`config.mk`:
```
export PLATFORM = sky130hd
export DESIGN_NAME = axi_rd_txn_guard
export DESIGN_NICKNAME = d
export VERILOG_FILES = /design/src/rtl/axi_rd_guard_pkg.sv /design/src/rtl/axi_rd_guard_slot.sv /design/src/rtl/axi_rd_txn_guard.sv
export SDC_FILE = /design/constraint.sdc
export NUM_CORES = 1
export LEC_CHECK = 0
export ABC_AREA = 1
export CAP_MARGIN = 20
export CORE_MARGIN = 2
export CORE_UTILIZATION = 60
export CTS_BUF_LIST = sky130_fd_sc_hd__clkbuf_16
export DETAILED_ROUTE_END_ITERATION = 16
export GPL_ROUTABILITY_DRIVEN = 0
export PLACE_DENSITY_LB_ADDON = 0.15
export SYNTH_ARGS = -nofsm -noshare
export SYNTH_HDL_FRONTEND = slang
export SYNTH_SLANG_ARGS = --single-unit
```
`constraint.sdc`:
```
create_clock -name clk_i -period 11.2 [get_ports clk_i]
set_clock_uncertainty 0.05 [all_clocks]
set_input_delay 1.68 -clock clk_i [delete_from_list [all_inputs] [get_ports clk_i]]
set_output_delay 1.68 -clock clk_i [all_outputs]
set_load 0.01 [all_outputs]
```
`src/rtl/axi_rd_guard_pkg.sv`:
```
// Shared types and default widths for the AXI read transaction guard.
package axi_rd_guard_pkg;

    localparam int DefNumSlots   = 8;
    localparam int DefIdWidth    = 4;
    localparam int DefCntWidth   = 16;
    localparam int DefOlderWidth = $clog2(DefNumSlots);
    localparam int LenWidth      = 8;

    typedef enum logic [1:0] {
        FREE       = 2'd0,
        WAIT_FIRST = 2'd1,
        STREAM     = 2'd2,
        TIMED_OUT  = 2'd3
    } slot_state_e;

    typedef struct packed {
        slot_state_e                state;
        logic [DefIdWidth-1:0]      id;
        logic [LenWidth-1:0]        beats_left;
        logic [DefOlderWidth-1:0]   older;
        logic [DefCntWidth-1:0]     cnt;
    } slot_t;

endpackage

```
`src/rtl/axi_rd_guard_slot.sv`:
```
// One tracked outstanding read: state, beat count, ID ordering rank and latency counter.
// Optional latency outputs are present when AXI_RD_GUARD_LAT_LOG_EN is defined.
module axi_rd_guard_slot
    import axi_rd_guard_pkg::*;
#(
    parameter int IdWidth    = DefIdWidth,
    parameter int CntWidth   = DefCntWidth,
    parameter int OlderWidth = DefOlderWidth
) (
    input  logic                  clk_i,
    input  logic                  rst_ni,
    input  logic                  enable,
    input  logic                  clear,
    input  logic                  alloc,
    input  logic [IdWidth-1:0]    alloc_id,
    input  logic [LenWidth-1:0]   alloc_len,
    input  logic [OlderWidth-1:0] alloc_older,
    input  logic                  beat,
    input  logic                  last,
    input  logic                  dec_older,
    input  logic [CntWidth-1:0]   budget_first,
    input  logic [CntWidth-1:0]   budget_beat,
    output slot_state_e           state,
    output logic [IdWidth-1:0]    id,
    output logic [OlderWidth-1:0] older,
    output logic                  retire,
    output logic                  timeout,
    output logic                  len_err
`ifdef AXI_RD_GUARD_LAT_LOG_EN
    ,
    output logic                  first_beat,
    output logic [CntWidth-1:0]   cnt_now
`endif
);

    logic [LenWidth-1:0] beats_left;
    logic [CntWidth-1:0] cnt;
    logic [CntWidth-1:0] cnt_inc;
    logic [CntWidth-1:0] budget;
    logic                live;

    always_comb begin
        live    = (state == WAIT_FIRST) || (state == STREAM);
        cnt_inc = (&cnt) ? cnt : cnt + CntWidth'(1);
        budget  = (state == WAIT_FIRST) ? budget_first : budget_beat;
        // Retirement happens even while tracking is disabled.
        retire  = live && beat && (last || (beats_left == '0));
        len_err = live && beat && (last ? (beats_left != '0) : (beats_left == '0));
        timeout = enable && live && !beat && (budget != '0) && (cnt_inc == budget);
    end

`ifdef AXI_RD_GUARD_LAT_LOG_EN
    assign first_beat = enable && (state == WAIT_FIRST) && beat;
    assign cnt_now    = cnt;
`endif

    always_ff @(posedge clk_i or negedge rst_ni) begin
        if (!rst_ni) begin
            state      <= FREE;
            id         <= '0;
            beats_left <= '0;
            older      <= '0;
            cnt        <= '0;
        end else if (clear) begin
            state <= FREE;
            older <= '0;
            cnt   <= '0;
        end else if (alloc) begin
            state      <= WAIT_FIRST;
            id         <= alloc_id;
            beats_left <= alloc_len;
            older      <= alloc_older;
            cnt        <= '0;
        end else begin
            if (dec_older && (older != '0)) begin
                older <= older - OlderWidth'(1);
            end
            if (retire) begin
                state <= FREE;
            end else if (enable && live) begin
                if (beat) begin
                    state      <= STREAM;
                    cnt        <= '0;
                    beats_left <= beats_left - 8'd1;
                end else begin
                    cnt <= cnt_inc;
                    if (timeout) begin
                        state <= TIMED_OUT;
                    end
                end
            end
        end
    end

endmodule

```
`src/rtl/axi_rd_txn_guard.sv`:
```
// Passive AXI read-channel guard: tracks outstanding reads per slot and raises sticky error flags.
// Define AXI_RD_GUARD_LAT_LOG_EN to add the max_lat_o first-beat latency log.
module axi_rd_txn_guard
    import axi_rd_guard_pkg::*;
#(
    parameter int NumSlots     = DefNumSlots,
    parameter int IdWidth      = DefIdWidth,
    parameter int CntWidth     = DefCntWidth,
    parameter int SlotIdxWidth = $clog2(NumSlots)
) (
    input  logic                    clk_i,
    input  logic                    rst_ni,
    input  logic                    enable_i,
    input  logic                    clear_i,
    input  logic                    ar_valid_i,
    input  logic                    ar_ready_i,
    input  logic [IdWidth-1:0]      ar_id_i,
    input  logic [7:0]              ar_len_i,
    input  logic                    r_valid_i,
    input  logic                    r_ready_i,
    input  logic [IdWidth-1:0]      r_id_i,
    input  logic                    r_last_i,
    input  logic [CntWidth-1:0]     budget_first_i,
    input  logic [CntWidth-1:0]     budget_beat_i,
    output logic                    ar_stall_o,
    output logic [SlotIdxWidth:0]   outstanding_o,
    output logic                    timeout_o,
    output logic [IdWidth-1:0]      timeout_id_o,
    output logic                    len_err_o,
    output logic                    unexp_err_o,
    output logic                    ovf_err_o,
    output logic                    irq_o,
    output logic                    rst_req_o
`ifdef AXI_RD_GUARD_LAT_LOG_EN
    ,
    output logic [CntWidth-1:0]     max_lat_o
`endif
);

    logic ar_hs;
    logic r_beat;

    slot_state_e              st   [NumSlots];
    logic [IdWidth-1:0]       sid  [NumSlots];
    logic [SlotIdxWidth-1:0]  sold [NumSlots];
    logic [NumSlots-1:0]      alloc_vec, beat_vec, dec_vec, retire_vec, tout_vec, lerr_vec;

    logic                     full;
    logic                     head_found;
    logic                     unexp;
    logic [SlotIdxWidth-1:0]  free_idx;
    logic [SlotIdxWidth-1:0]  n_same;
    logic [SlotIdxWidth:0]    n_active;
    logic [IdWidth-1:0]       tout_id;

    assign ar_hs  = ar_valid_i && ar_ready_i;
    assign r_beat = r_valid_i && r_ready_i;

    // Head match and free-slot search look only at registered slot state.
    always_comb begin
        full       = 1'b1;
        free_idx   = '0;
        head_found = 1'b0;
        beat_vec   = '0;
        n_active   = '0;
        alloc_vec  = '0;
        for (int i = NumSlots - 1; i >= 0; i--) begin
            if (st[i] == FREE) begin
                full     = 1'b0;
                free_idx = SlotIdxWidth'(i);
            end
        end
        for (int i = 0; i < NumSlots; i++) begin
            if (st[i] != FREE) begin
                n_active = n_active + (SlotIdxWidth + 1)'(1);
            end
            if (!head_found && (st[i] != FREE) && (sid[i] == r_id_i) && (sold[i] == '0)) begin
                head_found  = 1'b1;
                beat_vec[i] = r_beat && (st[i] != TIMED_OUT);
            end
        end
        unexp = r_beat && enable_i && !(|beat_vec);
        if (ar_hs && enable_i && !full) begin
            alloc_vec[free_idx] = 1'b1;
        end
    end

    // A retiring slot is excluded from both the new slot's rank and the decrement.
    always_comb begin
        dec_vec = '0;
        n_same  = '0;
        tout_id = '0;
        for (int i = 0; i < NumSlots; i++) begin
            if ((st[i] != FREE) && (sid[i] == r_id_i) && !retire_vec[i]) begin
                dec_vec[i] = |retire_vec;
            end
            if ((st[i] != FREE) && (sid[i] == ar_id_i) && !retire_vec[i]) begin
                n_same = n_same + SlotIdxWidth'(1);
            end
        end
        for (int i = NumSlots - 1; i >= 0; i--) begin
            if (tout_vec[i]) begin
                tout_id = sid[i];
            end
        end
    end

`ifdef AXI_RD_GUARD_LAT_LOG_EN
    logic [NumSlots-1:0] fb_vec;
    logic [CntWidth-1:0] lat [NumSlots];
    logic [CntWidth-1:0] lat_pick;
`endif

    for (genvar g = 0; g < NumSlots; g++) begin : g_slot
        axi_rd_guard_slot #(
            .IdWidth    (IdWidth),
            .CntWidth   (CntWidth),
            .OlderWidth (SlotIdxWidth)
        ) u_slot (
            .clk_i        (clk_i),
            .rst_ni       (rst_ni),
            .enable       (enable_i),
            .clear        (clear_i),
            .alloc        (alloc_vec[g]),
            .alloc_id     (ar_id_i),
            .alloc_len    (ar_len_i),
            .alloc_older  (n_same),
            .beat         (beat_vec[g]),
            .last         (r_last_i),
            .dec_older    (dec_vec[g]),
            .budget_first (budget_first_i),
            .budget_beat  (budget_beat_i),
            .state        (st[g]),
            .id           (sid[g]),
            .older        (sold[g]),
            .retire       (retire_vec[g]),
            .timeout      (tout_vec[g]),
            .len_err      (lerr_vec[g])
`ifdef AXI_RD_GUARD_LAT_LOG_EN
            ,
            .first_beat   (fb_vec[g]),
            .cnt_now      (lat[g])
`endif
        );
    end

    always_ff @(posedge clk_i or negedge rst_ni) begin
        if (!rst_ni) begin
            timeout_o    <= 1'b0;
            timeout_id_o <= '0;
            len_err_o    <= 1'b0;
            unexp_err_o  <= 1'b0;
            ovf_err_o    <= 1'b0;
        end else if (clear_i) begin
            timeout_o    <= 1'b0;
            timeout_id_o <= '0;
            len_err_o    <= 1'b0;
            unexp_err_o  <= 1'b0;
            ovf_err_o    <= 1'b0;
        end else begin
            if (|lerr_vec)                  len_err_o   <= 1'b1;
            if (unexp)                      unexp_err_o <= 1'b1;
            if (ar_hs && enable_i && full)  ovf_err_o   <= 1'b1;
            if (!timeout_o && (|tout_vec)) begin
                timeout_o    <= 1'b1;
                timeout_id_o <= tout_id;
            end
        end
    end

`ifdef AXI_RD_GUARD_LAT_LOG_EN
    always_comb begin
        lat_pick = '0;
        for (int i = 0; i < NumSlots; i++) begin
            if (fb_vec[i] && (lat[i] > lat_pick)) begin
                lat_pick = lat[i];
            end
        end
    end

    always_ff @(posedge clk_i or negedge rst_ni) begin
        if (!rst_ni) begin
            max_lat_o <= '0;
        end else if (clear_i) begin
            max_lat_o <= '0;
        end else if ((|fb_vec) && (lat_pick > max_lat_o)) begin
            max_lat_o <= lat_pick;
        end
    end
`endif

    assign ar_stall_o    = full;
    assign outstanding_o = n_active;
    assign irq_o         = timeout_o || len_err_o || unexp_err_o || ovf_err_o;
    assign rst_req_o     = timeout_o;

endmodule

```
==> impl_metrics.yaml <==
status:
  run_status: "finished, final reports clean"
sta:
  finalCritPeriodShare_pct: 64.4
  timing.final.hold_violations: 0
  final.setup.tns_ns: 0
  max_slew.worst_pin.slew_ns: 1.11
  grt_setup_unrepaired: "no"
  timing_max_transition_violations_final: 0
  slew-limit-headroom_pct: 25.5
  post-route-min-period_ns: 7.21
  setup-violations-final: 0
  fmax_ghz: 0.139
clocking:
  cts.hold.buffers_added: 0
  cts_setup_buffers: 0
  clockRootBuffer: "sky130_fd_sc_hd__clkbuf_16"
  clkTransAtPathRegs_ns: 0.06
  clock_tree_from_tritoncts: "done"
  numCtsBuffers: 35
  clk_latency_ns: 0.57
  cts_resized: 0
  clock_tree.htree_level_count: 2
  clockBufferDepth: 3
  clock-sinks: 272
layout:
  area.sequential_um2: 6810
  multi_input_comb_area_um2: 15700
  layout-drive-gt1-share_pct: 4.97
  count_of_antenna_diodes_in_the_layout: 0
  syn_to_final_growth_pct: 8.44
  final_net_count: 4179
  utilization_pct: 65.5
  n_fill_cell: 3861
floorplanning:
  fp-row-count: 75
  die_x_um: 209
  fp.dieArea_um2: 43600
  design.portCount: 72
  initial_utilization_pct: 60.4
  core_area_um2: 41700
  chipHeight_um: 209
synth:
  synth.cell_area_um2: 25200
  postSynthCellCount: 4011
  synth.distinct_cells: 62
  proportion_of_synthesized_chip_area_in_sequential_cells_pct: 27.0
  postSynth.asyncResetShare_pct: 100
  synth-seq-cells: 272
  synth_most_common_cell: "sky130_fd_sc_hd__nand2_1"
  synth-edff-count: 0
  yosys.area.top_type_share_pct: 27.0
  ys_top_cells_by_count: "sky130_fd_sc_hd__nand2_1 (1164), sky130_fd_sc_hd__inv_1 (557), sky130_fd_sc_hd__nor2_1 (412)"
  postSynthNetCount: 4154
  ys.flop_type: "sky130_fd_sc_hd__dfrtp_1"
  syn_area_per_cell_um2: 6.27
  area_leader_netlist: "sky130_fd_sc_hd__dfrtp_1"
  ys_warnings: 0
  synth.top_cells.by_area: "sky130_fd_sc_hd__dfrtp_1 (27%), sky130_fd_sc_hd__nand2_1 (17%), sky130_fd_sc_hd__inv_1 (8.3%)"
routing:
  routed_wl_mm: 82.5
  final_antenna_net_count: 0
  drt-vias-per-instance: 5.84
  first_iter_violations: 3092
  routed_wire_length_per_instance_um: 17.9
  detailedRoute.firstPassIterationCount: 8
  drc_errors: 0
  vias: 26872
critical_path:
  path_max_fanout: 10
  timing.critical_path.arrival_ns: 7.61
  cp-start-kind: "input pin"
  worst-endpoint-required_ns: 11.60
  cpPeakStageDelay_ns: 0.83
  regToRegEndpoint: "g_slot[0].u_slot.older[2]$_DFFE_PN0P_"
  worst-path-buf-inv: 7
  crit_start: "r_id_i[2]"
  ff2ff_path_depth: 38
  critPathMostFrequentCell: "sky130_fd_sc_hd__nand2_1"
  worst-path-stages: 38
  critical_path.top_delay_family: "simple AND/OR/NAND/NOR gates"
  worst-setup-path-type: "input pin to flip-flop"
  crit-reg2reg-launch: "g_slot[0].u_slot.state[0]$_DFFE_PN0P_"
  rrSetupSlack_ns: 5.14
  critical-path-slowest-cell: "sky130_fd_sc_hd__clkdlybuf4s50_1"
  timing.critical_path.to_type: "flip-flop"
pwr:
  power-per-cell-area_nw_per_um2: 123
  leakage_nw: 13.3
  vdd_drop_max_mv: 0.145
placed_design:
  place.port_buffers: 71
  detailed_place_hpwl_mm: 63.6
min_path:
  holdCritStartpoint: "g_slot[6].u_slot.older[2]$_DFFE_PN0P_"
  hold_path.class: "flip-flop to flip-flop"
  worstHoldEndpoint: "g_slot[6].u_slot.older[2]$_DFFE_PN0P_"
  min_delay_path_depth: 2
global_routing:
  grt_start_max_net_pins: 99
  global_route_total_overflow: 0
  grt_pass1_vias: 24378
  grt.total_usage_pct: 37.5
  initial_antenna_violation_count: 0
  wire_length_of_the_first_global_routing_pass_mm: 131
flow_run:
  maxCapViolations: 0
worst reg2reg max path: cells and delay by family, from the launching register on:
family          cells  cell delay, ns
buf+inv             7            0.56
flops               1            0.38
simple gates       23            3.06
fa+ha+maj           7            1.83
compound gates      1            0.11
per-stage QoR:
step | cells | hold WS [ns] | cell area, um2 | total power (W) | setup slack, ns
floorplan | 4011 | 0.399 | 25200 | 0.00191 | 4.86
global placement | 4535 | 0.414 | 26200 | 0.00220 | 3.83
detailed placement | 4537 | 0.429 | 26200 | 0.00222 | 3.64
CTS | 4600 | 0.442 | 27300 | 0.00334 | 4.15
global route | 4601 | 0.449 | 27300 | 0.00354 | 3.50
finish | 4601 | 0.447 | 27300 | 0.00336 | 3.99
worst max path at each step:
stage / to / slack, ns
5_1_grt: g_slot[0].u_slot.older[2]$_DFFE_PN0P_ / 3.50
3_3_place_gp: g_slot[0].u_slot.older[2]$_DFFE_PN0P_ / 3.83
4_1_cts: g_slot[0].u_slot.older[2]$_DFFE_PN0P_ / 4.15
6_report: g_slot[0].u_slot.older[2]$_DFFE_PN0P_ / 3.99
2_1_floorplan: g_slot[7].u_slot.older[1]$_DFFE_PN0P_ / 4.86
3_5_place_dp: g_slot[0].u_slot.older[2]$_DFFE_PN0P_ / 3.64
kinds of logic after synthesis:
family | after synthesis | share of synthesized area (%)
and+or+nand+nor | 2201 | 38.7
muxes | 4 | 0.174
xor gates and xnor gates | 176 | 6.13
buffers and inverters | 684 | 10.7
AOI/OAI and AO/OA | 588 | 12.9
adders and majority gates | 86 | 4.28
DFF | 272 | 27.0
sequential cells by signal (all words and copies together), names as in the netlist:
register,cells
g_slot.u_slot.cnt,128
g_slot.u_slot.beats_left,64
g_slot.u_slot.id,32
g_slot.u_slot.older,24
g_slot.u_slot.state,16
timeout_id_o,4
len_err_o,1
ovf_err_o,1
rst_req_o,1
unexp_err_o,1
cell type report:
type                            instances  area share [%]
Timing Repair Buffer                   88            3.10
Sequential cell                       272            24.9
Inverter                              584            8.07
Multi-Input combinational cell       3055            57.4
Tap cell                              539            2.47
Clock buffer                           35            3.21
Clock inverter                         28           0.807
cells in the final DEF, fill, tap and decap left out, types with 10 or more instances in the layout:
master                            Yosys  final
sky130_fd_sc_hd__nand2_1           1164   1164
sky130_fd_sc_hd__inv_1              557    563
sky130_fd_sc_hd__nor2_1             412    412
sky130_fd_sc_hd__o21ai_0            334    334
sky130_fd_sc_hd__nand3_1            308    308
sky130_fd_sc_hd__dfrtp_1            272    272
sky130_fd_sc_hd__xor2_1             132    132
sky130_fd_sc_hd__nand4_1            102    102
sky130_fd_sc_hd__ha_1                86     86
sky130_fd_sc_hd__a21oi_1             85     85
sky130_fd_sc_hd__o22ai_1             82     82
sky130_fd_sc_hd__clkdlybuf4s50_1      0     70
sky130_fd_sc_hd__nor3_1              46     46
sky130_fd_sc_hd__xnor2_1             44     44
sky130_fd_sc_hd__clkbuf_16            0     35
sky130_fd_sc_hd__o21a_1              29     29
sky130_fd_sc_hd__nand3b_1            27     27
sky130_fd_sc_hd__nor4_1              23     23
sky130_fd_sc_hd__nor2_2              20     20
sky130_fd_sc_hd__inv_2               19     19
sky130_fd_sc_hd__nand2_2             18     18
sky130_fd_sc_hd__o211ai_1            17     17
sky130_fd_sc_hd__buf_4                3     16
sky130_fd_sc_hd__o21ai_1             14     14
sky130_fd_sc_hd__clkinv_1             4     11
sky130_fd_sc_hd__or2_2               11     11
sky130_fd_sc_hd__nand3_2             10     10
routing by layer:
metal / GRT usage, % / routed length (um) / share of wire (%) / vias up
met2: 56.5 / 34900 / 42 / 1394
met5: 0 / 0 / 0 / -
met3: 5.86 / 8260 / 10 / 276
li1: - / - / - / 13020
met1: 52.0 / 34500 / 42 / 12182
met4: 20.0 / 4790 / 5.8 / 0
where the power goes:
group | internal [W] | switching [W]
Sequential | 0.00108 | 0.0000979
Combinational | 0.000369 | 0.000690
Clock | 0.000641 | 0.000481
Note: power is estimated with default switching activity, not from simulation.
